File: src/rtl/mole_hit_arbiter_pkg.sv
// mole_hit_arbiter_pkg: shared FSM state, counter width and default sizes for the whack-a-mole hit arbiter.
package mole_hit_arbiter_pkg;
  typedef enum logic [1:0] {IDLE, RUN, DRAIN} state_e;
  localparam int DROP_CNT_W = 8;
  localparam int DEF_NUM_BTN = 9;
  localparam int DEF_FIFO_DEPTH = 4;
  function automatic int wrap_add(input int a, input int b, input int n);
    return (a + b >= n) ? a + b - n : a + b;
  endfunction
endpackage

File: src/rtl/mole_hit_arbiter_rr_arbiter.sv
// rr_arbiter: single-grant round-robin picker, ascending search from ptr with wrap.
module rr_arbiter
  import mole_hit_arbiter_pkg::*;
#(
  parameter int N = DEF_NUM_BTN,
  parameter int IW = $clog2(DEF_NUM_BTN)
) (
  input  logic [N-1:0]  i_req,
  input  logic          i_en,
  input  logic [IW-1:0] i_ptr,
  output logic          o_gnt_valid,
  output logic [IW-1:0] o_gnt_idx
);
  logic [IW-1:0] w_i;
  // Scan farthest-first so the request closest to ptr is the last (winning) assignment.
  always_comb begin
    o_gnt_valid = 1'b0;
    o_gnt_idx = '0;
    w_i = '0;
    for (int k = N - 1; k >= 0; k--) begin
      w_i = IW'(wrap_add(int'(i_ptr), k, N));
      if (i_en && i_req[w_i]) begin
        o_gnt_valid = 1'b1;
        o_gnt_idx = w_i;
      end
    end
  end
endmodule

File: src/rtl/mole_hit_arbiter.sv
// mole_hit_arbiter: latches button presses, round-robin grants them into a hit queue.
// Define HIT_FIFO_EN for a FIFO_DEPTH-entry queue; otherwise the queue is one holding register.
module mole_hit_arbiter
  import mole_hit_arbiter_pkg::*;
#(
  parameter int NUM_BTN = DEF_NUM_BTN,
  parameter int FIFO_DEPTH = DEF_FIFO_DEPTH
) (
  input  logic                       clk,
  input  logic                       rst_n,
  input  logic                       game_en,
  input  logic [NUM_BTN-1:0]         press,
  input  logic                       hit_ready,
  output logic                       hit_valid,
  output logic [$clog2(NUM_BTN)-1:0] hit_idx,
  output logic [NUM_BTN-1:0]         pending,
  output logic [DROP_CNT_W-1:0]      drop_cnt,
  output logic                       busy
);
  localparam int IW = $clog2(NUM_BTN);
`ifdef HIT_FIFO_EN
  localparam int QD = FIFO_DEPTH;
`else
  localparam int QD = 1;
`endif
  localparam int CW = $clog2(QD + 1);
  localparam int AW = (QD > 1) ? $clog2(QD) : 1;

  if (NUM_BTN < 2 || NUM_BTN > 16 || FIFO_DEPTH < 2 || (FIFO_DEPTH & (FIFO_DEPTH - 1)) != 0) begin : g_bad_param
    $error("mole_hit_arbiter: unsupported NUM_BTN or FIFO_DEPTH");
  end

  state_e                r_state;
  logic [IW-1:0]         r_ptr;
  logic [NUM_BTN-1:0]    r_pending;
  logic [DROP_CNT_W-1:0] r_drop;
  logic [IW-1:0]         r_q [QD];
  logic [CW-1:0]         r_cnt;
  logic                  w_empty, w_full, w_pop, w_arb_en, w_gnt_valid;
  logic [IW-1:0]         w_gnt_idx;
  logic [NUM_BTN-1:0]    w_gmask, w_drops;
  logic [AW-1:0]         w_wr;
  logic [DROP_CNT_W:0]   w_drop_sum;

  assign w_empty = r_cnt == '0;
  assign w_full = r_cnt == CW'(QD);
  assign w_pop = !w_empty && hit_ready;
  // A pop frees a slot in the same cycle, so a full queue can still accept a grant.
  assign w_arb_en = r_state == RUN && (!w_full || w_pop);
  assign w_gmask = w_gnt_valid ? NUM_BTN'(1) << w_gnt_idx : '0;
  assign w_drops = (r_state == RUN) ? press & r_pending & ~w_gmask : '0;
  assign w_wr = AW'(r_cnt - CW'(w_pop));

  always_comb begin
    w_drop_sum = {1'b0, r_drop};
    for (int i = 0; i < NUM_BTN; i++) w_drop_sum = w_drop_sum + (DROP_CNT_W + 1)'(w_drops[i]);
  end

  rr_arbiter #(.N(NUM_BTN), .IW(IW)) u_arb (
    .i_req(r_pending),
    .i_en(w_arb_en),
    .i_ptr(r_ptr),
    .o_gnt_valid(w_gnt_valid),
    .o_gnt_idx(w_gnt_idx)
  );

  always_ff @(posedge clk or posedge rst_n) begin
    if (rst_n) begin
      r_state <= IDLE;
      r_ptr <= '0;
      r_pending <= '0;
      r_drop <= '0;
      r_cnt <= '0;
      for (int i = 0; i < QD; i++) r_q[i] <= '0;
    end else begin
      r_state <= game_en ? RUN : (r_state == RUN || (r_state == DRAIN && !w_empty)) ? DRAIN : IDLE;
      r_pending <= (r_state == RUN) ? (r_pending & ~w_gmask) | press : '0;
      r_drop <= w_drop_sum[DROP_CNT_W] ? '1 : w_drop_sum[DROP_CNT_W-1:0];
      if (w_gnt_valid) r_ptr <= IW'(wrap_add(int'(w_gnt_idx), 1, NUM_BTN));
      r_cnt <= r_cnt + CW'(w_gnt_valid) - CW'(w_pop);
      if (w_pop) for (int i = 0; i < QD - 1; i++) r_q[i] <= r_q[i+1];
      if (w_gnt_valid) r_q[w_wr] <= w_gnt_idx;
    end
  end

  assign hit_valid = !w_empty;
  assign hit_idx = r_q[0];
  assign pending = r_pending;
  assign drop_cnt = r_drop;
  assign busy = r_state != IDLE;
endmodule

File: config.mk
export PLATFORM = sky130hd
export DESIGN_NAME = mole_hit_arbiter
export DESIGN_NICKNAME = d
export VERILOG_FILES = /design/src/rtl/mole_hit_arbiter_pkg.sv /design/src/rtl/mole_hit_arbiter_rr_arbiter.sv /design/src/rtl/mole_hit_arbiter.sv
export SDC_FILE = /design/constraint.sdc
export NUM_CORES = 1
export LEC_CHECK = 0
export BUFFER_PORTS_ARGS = -buffer_cell sky130_fd_sc_hd__buf_2
export CAP_MARGIN = 10
export CORE_ASPECT_RATIO = 0.9
export CORE_MARGIN = 5
export CORE_UTILIZATION = 58
export DETAILED_ROUTE_END_ITERATION = 10
export PLACE_DENSITY = 0.8
export SYNTH_ARGS = -nofsm -noshare
export SYNTH_HDL_FRONTEND = slang
export SYNTH_SLANG_ARGS = --single-unit
export TNS_END_PERCENT = 1
File: constraint.sdc
create_clock -name clk -period 7.4 [get_ports clk]
set_input_delay 1.48 -clock clk [delete_from_list [all_inputs] [get_ports clk]]
set_output_delay 1.48 -clock clk [all_outputs]
set_load 0.1 [all_outputs]
==> reports/qor.csv, run 1 <==
metric;value;unit
pin_count;36;
crit_buf_inv;5;
netlist_area;5910;sq um
synth.net_count;796;
finalSetupViolations;0;
cp_data_arrival_time;7210;ps
crit_required;7540;ps
hpwl;16800;um
routed_via_density;7.25;
slew_headroom;0.481;
pre_cts_ws;-279;ps
cts_tree;yes;
track_usage;0.358;
drv_cap;0;
avgRoutedWirePerCell;24.2;um
crit_slowest_cell;or4_4;
placed_cell_area;6330;sq um
critPathMaxFanout;11;
finalWeightedCongestion;1.03;
initial_core_util;0.584;
end_kind;flop;
tightest_slew;778;ps
ys_async_sr_fraction;1.00;
ys_seq_elements;28;
crit_cells;25;
maxSlewViolCount;0;
core;10100;sq um
wirelength;22300;um
worst_path_most_repeated_cell;fa_1;
post-route-period-util;0.954;
clock_skew;3.73;ps
cts_buffers;3;
grt_pass1_vias;6027;
drt_pass1_iterations;6;
cp-start-kind;flop;
crit_end;drop_cnt[3];
htreeDepth;1;
die_area;12300;sq um
clk_pin_slew;70;ps
dr.first_iter.drc_count;943;
antenna_found_initial;1;
synth_edf_count;0;
syn2layout_area_growth;15.3;%
rsz0062_at_grt;no;
netlist-cell-type-count;118;
fin_crit;7060;ps
io_buffers;35;
regToRegStartpoint;r_ptr[2];
fin_area;6810;sq um
clk_path_buf_depth;2;
drcViolationCount;0;
root_buffer;clkbuf_16;
die_w;116;um
hold_violations;0;
route.vias.total;6680;
holdCritPathClass;flop to flop;
synth.avg_cell_area;7.92;sq um
cp_top_family;adder cells;
drive_above_1_share;0.269;
max_freq;142;MHz
yosysWarnings;0;
grt_max_degree;34;
cts_hold_buf;0;
overflow;0;
clk_latency;270;ps
cpPeakStageDelay;550;ps
netlist_instances;746;
synth_flop_cell;dfrtp_1;
layout.nets;842;
status;finished clean;
placementRows;35;
r2r_cells;25;
r2r-end;drop_cnt[3];
grt_pass1_wl;34600;um
synth_seq_area_share;0.119;
ant_nets;0;
die_y;106;um
path_class;flop to flop;
reg2reg_slack;340;ps
fin_ws;339;ps
critPathLaunch;r_ptr[2];
cts_sinks;28;
[worst reg2reg max path: cells and delay by family (launching register included)]
family | cells | cell delay, ps
buffers and inverters | 5 | 720
adder cells (fa/ha/maj) | 6 | 2360
AO/OA/AOI/OAI | 6 | 1260
flip-flops | 1 | 440
AND/OR/NAND/NOR | 8 | 2150
[metrics by stage]
stage	hold slack (ps)	cells	utilization	TNS, ps
final	475	921	0.673	0
after global routing	498	920	0.673	0
after CTS	481	909	0.633	0
after detailed placement	464	905	0.626	-1810
after global placement	480	905	0.626	-1280
after floorplan	575	746	-	0
[layout by cell type, fill, tap and decap left out, types with 5 or more instances in the layout]
| master | count |
|---|---|
| buf_4 | 58 |
| nand2_1 | 52 |
| nor2_1 | 45 |
| o21ai_0 | 39 |
| a21oi_1 | 38 |
| buf_2 | 35 |
| inv_1 | 34 |
| dfrtp_1 | 25 |
| mux2i_1 | 24 |
| nand3_1 | 23 |
| ha_1 | 21 |
| nand2b_1 | 19 |
| nor3_1 | 18 |
| nor2b_1 | 16 |
| a31oi_1 | 16 |
| a21o_1 | 14 |
| xnor2_1 | 12 |
| o21a_1 | 11 |
| nand3b_1 | 9 |
| a211oi_1 | 9 |
| and3_1 | 8 |
| ha_2 | 8 |
| or3_1 | 7 |
| nand4_1 | 7 |
| and2_1 | 6 |
| a211oi_2 | 6 |
| o211ai_1 | 6 |
| o31ai_1 | 6 |
| o211a_1 | 6 |
| a211o_1 | 6 |
| o21ai_1 | 6 |
| fa_1 | 6 |
| mux2i_2 | 5 |
| o22ai_1 | 5 |
[cell families (layout without fill, tap and decap cells)]
family          after synthesis  in the layout  share of synthesized area
other cells                   0              1                          0
compound gates              278            278                      0.376
buf+inv                      98            143                     0.0860
fa+ha+maj                    37             37                     0.0860
mux                          37             37                     0.0727
simple gates                249            249                      0.230
xor+xnor                     19             19                     0.0307
flops                        28             28                      0.119
[Yosys cell counts, types with 5 or more instances]
cell type  instances  area [sq um]
nand4_1            7          43.8
nand3b_1           9          67.6
a21oi_1           41           205
nand2_1           52           195
clkbuf_1          23          86.3
o211ai_1           6          45.0
o32ai_1            5          43.8
and3_1             8          50.1
and2_1             6          37.5
nor2_1            47           176
nor3_1            20           100
nand2b_1          19           119
inv_1             35           131
buf_6              8          90.1
nand3_1           23           115
a211oi_1          13          97.6
dfrtp_1           28           701
o22ai_1            5          31.3
a211o_1            6          52.6
buf_2             20           100
nor2b_1           17           106
o31ai_1            6          45.0
fa_1               6           120
a21o_1            14           105
a31oi_1           16           100
o21a_1            11          82.6
ha_1              31           388
o211a_1            7          70.1
or3_1              7          43.8
xnor2_1           14           123
mux2i_1           28           280
a2111oi_0          6          52.6
o21ai_0           40           200
o21ai_1            7          35.0
[metal layers]
metal  track usage  share of wire  up-vias
met4         0.157          0.057        0
met2         0.499           0.42      494
met3        0.0706           0.12       99
li1              -              -     2937
met5             0              0        -
met1         0.525           0.40     3150
[worst min path at each step]
stage,from,to,slack [ps],depth (start not counted)
after floorplan,r_state[0],r_state[1],570,3
after global placement,hit_idx[3],hit_idx[3],480,2
after detailed placement,hit_idx[0],hit_idx[0],460,1
after CTS,hit_idx[0],hit_idx[0],480,1
after global routing,hit_idx[0],hit_idx[0],500,1
final,hit_idx[0],hit_idx[0],480,1
[cell type report]
type	count	area, sq um
multi-input cells	620	4980
fillers	833	3310
repair buffers	100	727
flip-flops and latches	28	704
well taps	129	161
inverters	39	154
clock buffers	4	78.8
diodes	1	2.50
[what timing repair did]
| action | in CTS | in global routing |
|---|---|---|
| setup endpoints to repair | 0 | 8 |
| gates resized for setup | 0 | 64 |
| setup buffers | 0 | 10 |
[state kept, by name (all words and copies together) (netlist names)]
| signal | count |
|---|---|
| pending | 9 |
| drop_cnt | 8 |
| hit_idx | 4 |
| r_ptr | 4 |
| r_state | 2 |
| hit_valid | 1 |
Power of run 1 is left out: the tool's default activity adds up to more than one toggle a clock period on the data nets, which glitch-free logic cannot reach.
==> inputs of run 2 (changes only) <==
CELL_PAD_IN_SITES_DETAIL_PLACEMENT = 1   (was default)
CELL_PAD_IN_SITES_GLOBAL_PLACEMENT = 1   (was default)
CORE_UTILIZATION = 43   (was 58)
PLACE_DENSITY = 0.79   (was 0.8)
==> reports/qor.csv, run 2 (synthesis gave the netlist of run 1 again) <==
metric;value;unit;change
finalWeightedCongestion;0.970;;-5.4%
tightest_slew;808;ps;+29.9 ps
multi_input_area;5030;sq um;+0.90%
syn2layout_area_growth;17.6;%;
end_kind;flop;;
clk_path_buf_depth;2;;unchanged
cpPeakStageDelay;550;ps;about the same
hold_violations;0;;unchanged
grt_pass1_wl;39400;um;+14%
route.vias.total;6595;;-1.3%
r2r-end;drop_cnt[3];;
hold_path_depth;1;;unchanged
max_freq;140;MHz;-0.82%
antenna_found_initial;1;;unchanged
cts_buffers;3;;unchanged
largest_register_ffs;9;;unchanged
cp_data_arrival_time;7270;ps;+60 ps
layout.cells.most_common;buf_4;;
crit_buf_inv;6;;+1
die_area;16200;sq um;+32%
status;finished clean;;
die_w;134;um;+15%
crit_required;7550;ps;about the same
slew_headroom;0.461;;-0.0199
reg2reg_slack;320;ps;-20 ps
finalSetupViolations;0;;unchanged
clock_skew;3.09;ps;-0.633 ps
dp.cells;952;;+5.2%
htreeDepth;1;;unchanged
initial_core_util;0.440;;-0.144
ant_nets;0;;unchanged
regArea;703;sq um;-0.18%
holdCritPathClass;flop to flop;;
root_buffer;clkbuf_16;;
track_usage;0.307;;-0.0510
whs_endpoint;hit_idx[0];;
rsz0062_at_grt;no;;
post-route-period-util;0.962;;+0.00791
io_buffers;35;;unchanged
instances_no_fill;965;;+4.8%
dr.first_iter.drc_count;802;;-15%
wirelength;25500;um;+14%
grt_max_degree;48;;+41%
pin_count;36;;unchanged
drt_pass1_iterations;5;;-1
r2r_cells;30;;+20%
critPathMaxFanout;5;;-6
cp-start-kind;input pin;;
cp_top_family;adder cells;;
overflow;0;;unchanged
clk_pin_slew;70;ps;about the same
cts_tree;yes;;
regToRegStartpoint;r_ptr[1];;
die_y;121;um;+15%
drive_above_1_share;0.279;;+0.00927
routed_via_density;6.83;;-5.8%
layout.nets;848;;+0.71%
cts_sinks;28;;unchanged
hpwl;19200;um;+14%
maxSlewViolCount;0;;unchanged
diodes;0;;-1
final_core_util;0.518;;-0.155
drv_cap;0;;unchanged
clk_latency;270;ps;about the same
grt_pass1_vias;6643;;+10%
crit_cells;26;;+4.0%
min_from;hit_idx[0];;
core;13400;sq um;+33%
drcViolationCount;0;;unchanged
crit_slowest_cell;fa_1;;
placementRows;40;;+14%
n_fill_cell;1632;;+96%
path_class;input pin to flop;;
fin_crit;7120;ps;+58.6 ps
fin_setup_tns;0;ps;unchanged
mostFrequentLayoutCells;buf_4, nand2_1, nor2_1;;
avgRoutedWirePerCell;26.4;um;+9.1%
-- run 2: changes by cell type in the layout (fill, tap and decap cells not counted), moves of 3 or more --
cell / before / now
buf_4: 58 / 65
a2111oi_2: 2 / 5
a2111oi_1: 3 / 0
ha_2: 8 / 2
ha_1: 21 / 27
buf_6: 3 / 0
buf_12: 2 / 5
mux2i_2: 5 / 2
-- run 2: worst register-to-register path: cells and delay by family, from the launching register on --
kind	cells	cell delay (ps)
compound gates	10	2160
xor+xnor	1	500
fa+ha+maj	7	2360
buf+inv	8	1070
flops	1	410
simple gates	4	470
-- run 2: worst max-delay path by stage --
stage / endpoint / slack, ps / from
after floorplan: drop_cnt[3] / 4 / r_ptr[0]
after global routing: drop_cnt[3] / 20 / r_ptr[1]
after global placement: drop_cnt[3] / -180 / hit_ready
after detailed placement: drop_cnt[3] / -340 / hit_ready
final: drop_cnt[3] / 280 / hit_ready
after CTS: drop_cnt[3] / 4 / r_ptr[1]
-- run 2: area by class of cell --
| cell class | instances | share of cell area |
|---|---|---|
| well taps | 168 | 0.0303 |
| flip-flops and latches | 28 | 0.101 |
| multi-input cells | 620 | 0.724 |
| clock buffers | 4 | 0.0113 |
| repair buffers | 106 | 0.112 |
| inverters | 39 | 0.0214 |
-- run 2: per-stage QoR --
step / instance area [sq um] / hold slack [ps] / setup slack (ps)
floorplan: 5920 / 575 / 4.16
global placement: 6460 / 459 / -184
detailed placement: 6460 / 493 / -342
CTS: 6630 / 510 / 4.19
global route: 6950 / 536 / 23.7
finish: 6950 / 501 / 280
-- run 2: what timing repair did --
| item | CTS | global route |
|---|---|---|
| setup endpoints to repair | 8 | 8 |
| hold buffers | 0 | 0 |
| pin swaps | 2 | 10 |
| setup buffers | 3 | 5 |
| gates resized for setup | 14 | 55 |
-- run 2: per-layer routing --
metal	global-route usage	wire length [um]	vias up
met3	0.0477	1890	64
met2	0.477	11300	306
met5	0	9	-
li1	-	-	2942
met4	0.0951	864	2
met1	0.436	11400	3281
Power of run 2 is left out for the same reason.
==> inputs of run 3 (changes only) <==
RECOVER_POWER = 50   (was default)
==> reports/qor.csv, run 3 (synthesis gave the netlist of run 1 again) <==
metric;value;unit;change
layout.cells.most_common;buf_4;;
crit_required;7550;ps;about the same
syn2layout_area_growth;17.2;%;
largest_register_ffs;9;;unchanged
r2r_cells;28;;-6.7%
drive_above_1_share;0.265;;-0.0138
core;13400;sq um;unchanged
holdCritPathClass;flop to flop;;
io_buffers;35;;unchanged
placed_cell_area;6460;sq um;unchanged
hold_path_depth;1;;unchanged
clk_pin_slew;70;ps;about the same
fin_area;6920;sq um;-0.34%
drt_pass1_iterations;5;;unchanged
critPathMaxFanout;5;;unchanged
reg2reg_slack;330;ps;about the same
cp-start-kind;input pin;;
drcViolationCount;0;;unchanged
overflow;0;;unchanged
hpwl;19200;um;unchanged
cp_data_arrival_time;7280;ps;about the same
grt_max_degree;48;;unchanged
path_class;input pin to flop;;
die_y;121;um;unchanged
regToRegStartpoint;r_ptr[0];;
slew_headroom;0.207;;-0.255
maxSlewViolCount;0;;unchanged
max_freq;140;MHz;-0.13%
grt_pass1_wl;39400;um;unchanged
layout.nets;848;;unchanged
cts_buffers;3;;unchanged
min_from;hit_idx[0];;
dr.first_iter.drc_count;751;;-6.4%
fin_crit;7130;ps;+9.04 ps
cts_tree;yes;;
cts_sinks;28;;unchanged
initial_core_util;0.440;;unchanged
hold_violations;0;;unchanged
clk_path_buf_depth;2;;unchanged
grt_pass1_vias;6643;;unchanged
die_area;16200;sq um;unchanged
n_fill_cell;1636;;+0.25%
rsz0062_at_grt;no;;
post-route-period-util;0.963;;+0.00122
die_w;134;um;unchanged
drv_cap;0;;unchanged
ant_nets;0;;unchanged
pin_count;36;;unchanged
antenna_found_initial;1;;unchanged
htreeDepth;1;;unchanged
route.vias.total;6523;;-1.1%
track_usage;0.307;;unchanged
whs;505;ps;+3.28 ps
end_kind;flop;;
finalWeightedCongestion;0.970;;unchanged
regArea;703;sq um;unchanged
final_core_util;0.516;;-0.00177
clk_latency;270;ps;about the same
finalSetupViolations;0;;unchanged
fin_setup_tns;0;ps;unchanged
multi_input_area;5030;sq um;unchanged
clock_skew;2.31;ps;-0.786 ps
root_buffer;clkbuf_16;;
mostFrequentLayoutCells;buf_4, nand2_1, nor2_1;;
status;finished clean;;
diodes;0;;unchanged
wirelength;25400;um;-0.20%
avgRoutedWirePerCell;26.3;um;-0.20%
tightest_slew;1200;ps;+387 ps
routed_via_density;6.76;;-1.1%
placementRows;40;;unchanged
whs_endpoint;hit_idx[0];;
r2r-end;drop_cnt[3];;
==> run 3: worst max-delay path, cell delays in order <==
cell       delay, ps
buf_2             80
nand2b_1         160
nand3_1          290
a211o_1          360
a211oi_2         360
nor3_1           110
buf_4            180
a211oi_1         250
a2111oi_2        110
a21o_2           240
inv_2             90
ha_1             180
inv_1             60
o2111a_1         260
fa_1             550
inv_1             60
fa_1             480
inv_1             60
fa_1             490
ha_1             250
fa_2             370
a21o_1           230
a21oi_4          170
nor2b_1          100
nand4_1          190
o21ai_0          110
==> run 3: metal layers <==
layer | GRT usage | part of all wire | wire length [um]
met5 | 0 | 0.00035 | 9
met4 | 0.0951 | 0.034 | 860
met3 | 0.0477 | 0.075 | 1890
met2 | 0.477 | 0.44 | 11200
met1 | 0.436 | 0.45 | 11400
==> run 3: worst max path at each step <==
stage,start,end,slack [ps],cells after the start
final,hit_ready,drop_cnt[3],270,26
after detailed placement,hit_ready,drop_cnt[3],-340,26
after floorplan,r_ptr[0],drop_cnt[3],4,32
after global routing,r_ptr[1],drop_cnt[3],20,28
after CTS,r_ptr[1],drop_cnt[3],4,27
after global placement,hit_ready,drop_cnt[3],-180,26
==> run 3: layout make-up <==
cell class,count,share of cell area
Tap cell,168,0.0304
Timing Repair Buffer,106,0.109
Inverter,39,0.0215
Clock buffer,4,0.0114
Sequential cell,28,0.102
Multi-Input combinational cell,620,0.726
==> run 3: stage by stage <==
step	cells	worst slack (ps)
6_report	965	271
5_1_grt	965	23.7
4_1_cts	959	4.19
3_5_place_dp	952	-342
3_3_place_gp	952	-184
2_1_floorplan	746	4.16
==> run 3: what timing repair did <==
action / in CTS / in global routing
hold buffers: 0 / 0
cloned: 0 / 0
endpoints found under the setup margin: 8 / 8
hold endpoints to repair: 0 / 0
pin swaps: 2 / 10
resized for setup: 14 / 55
setup buffers: 3 / 5
Power of run 3 is left out for the same reason.
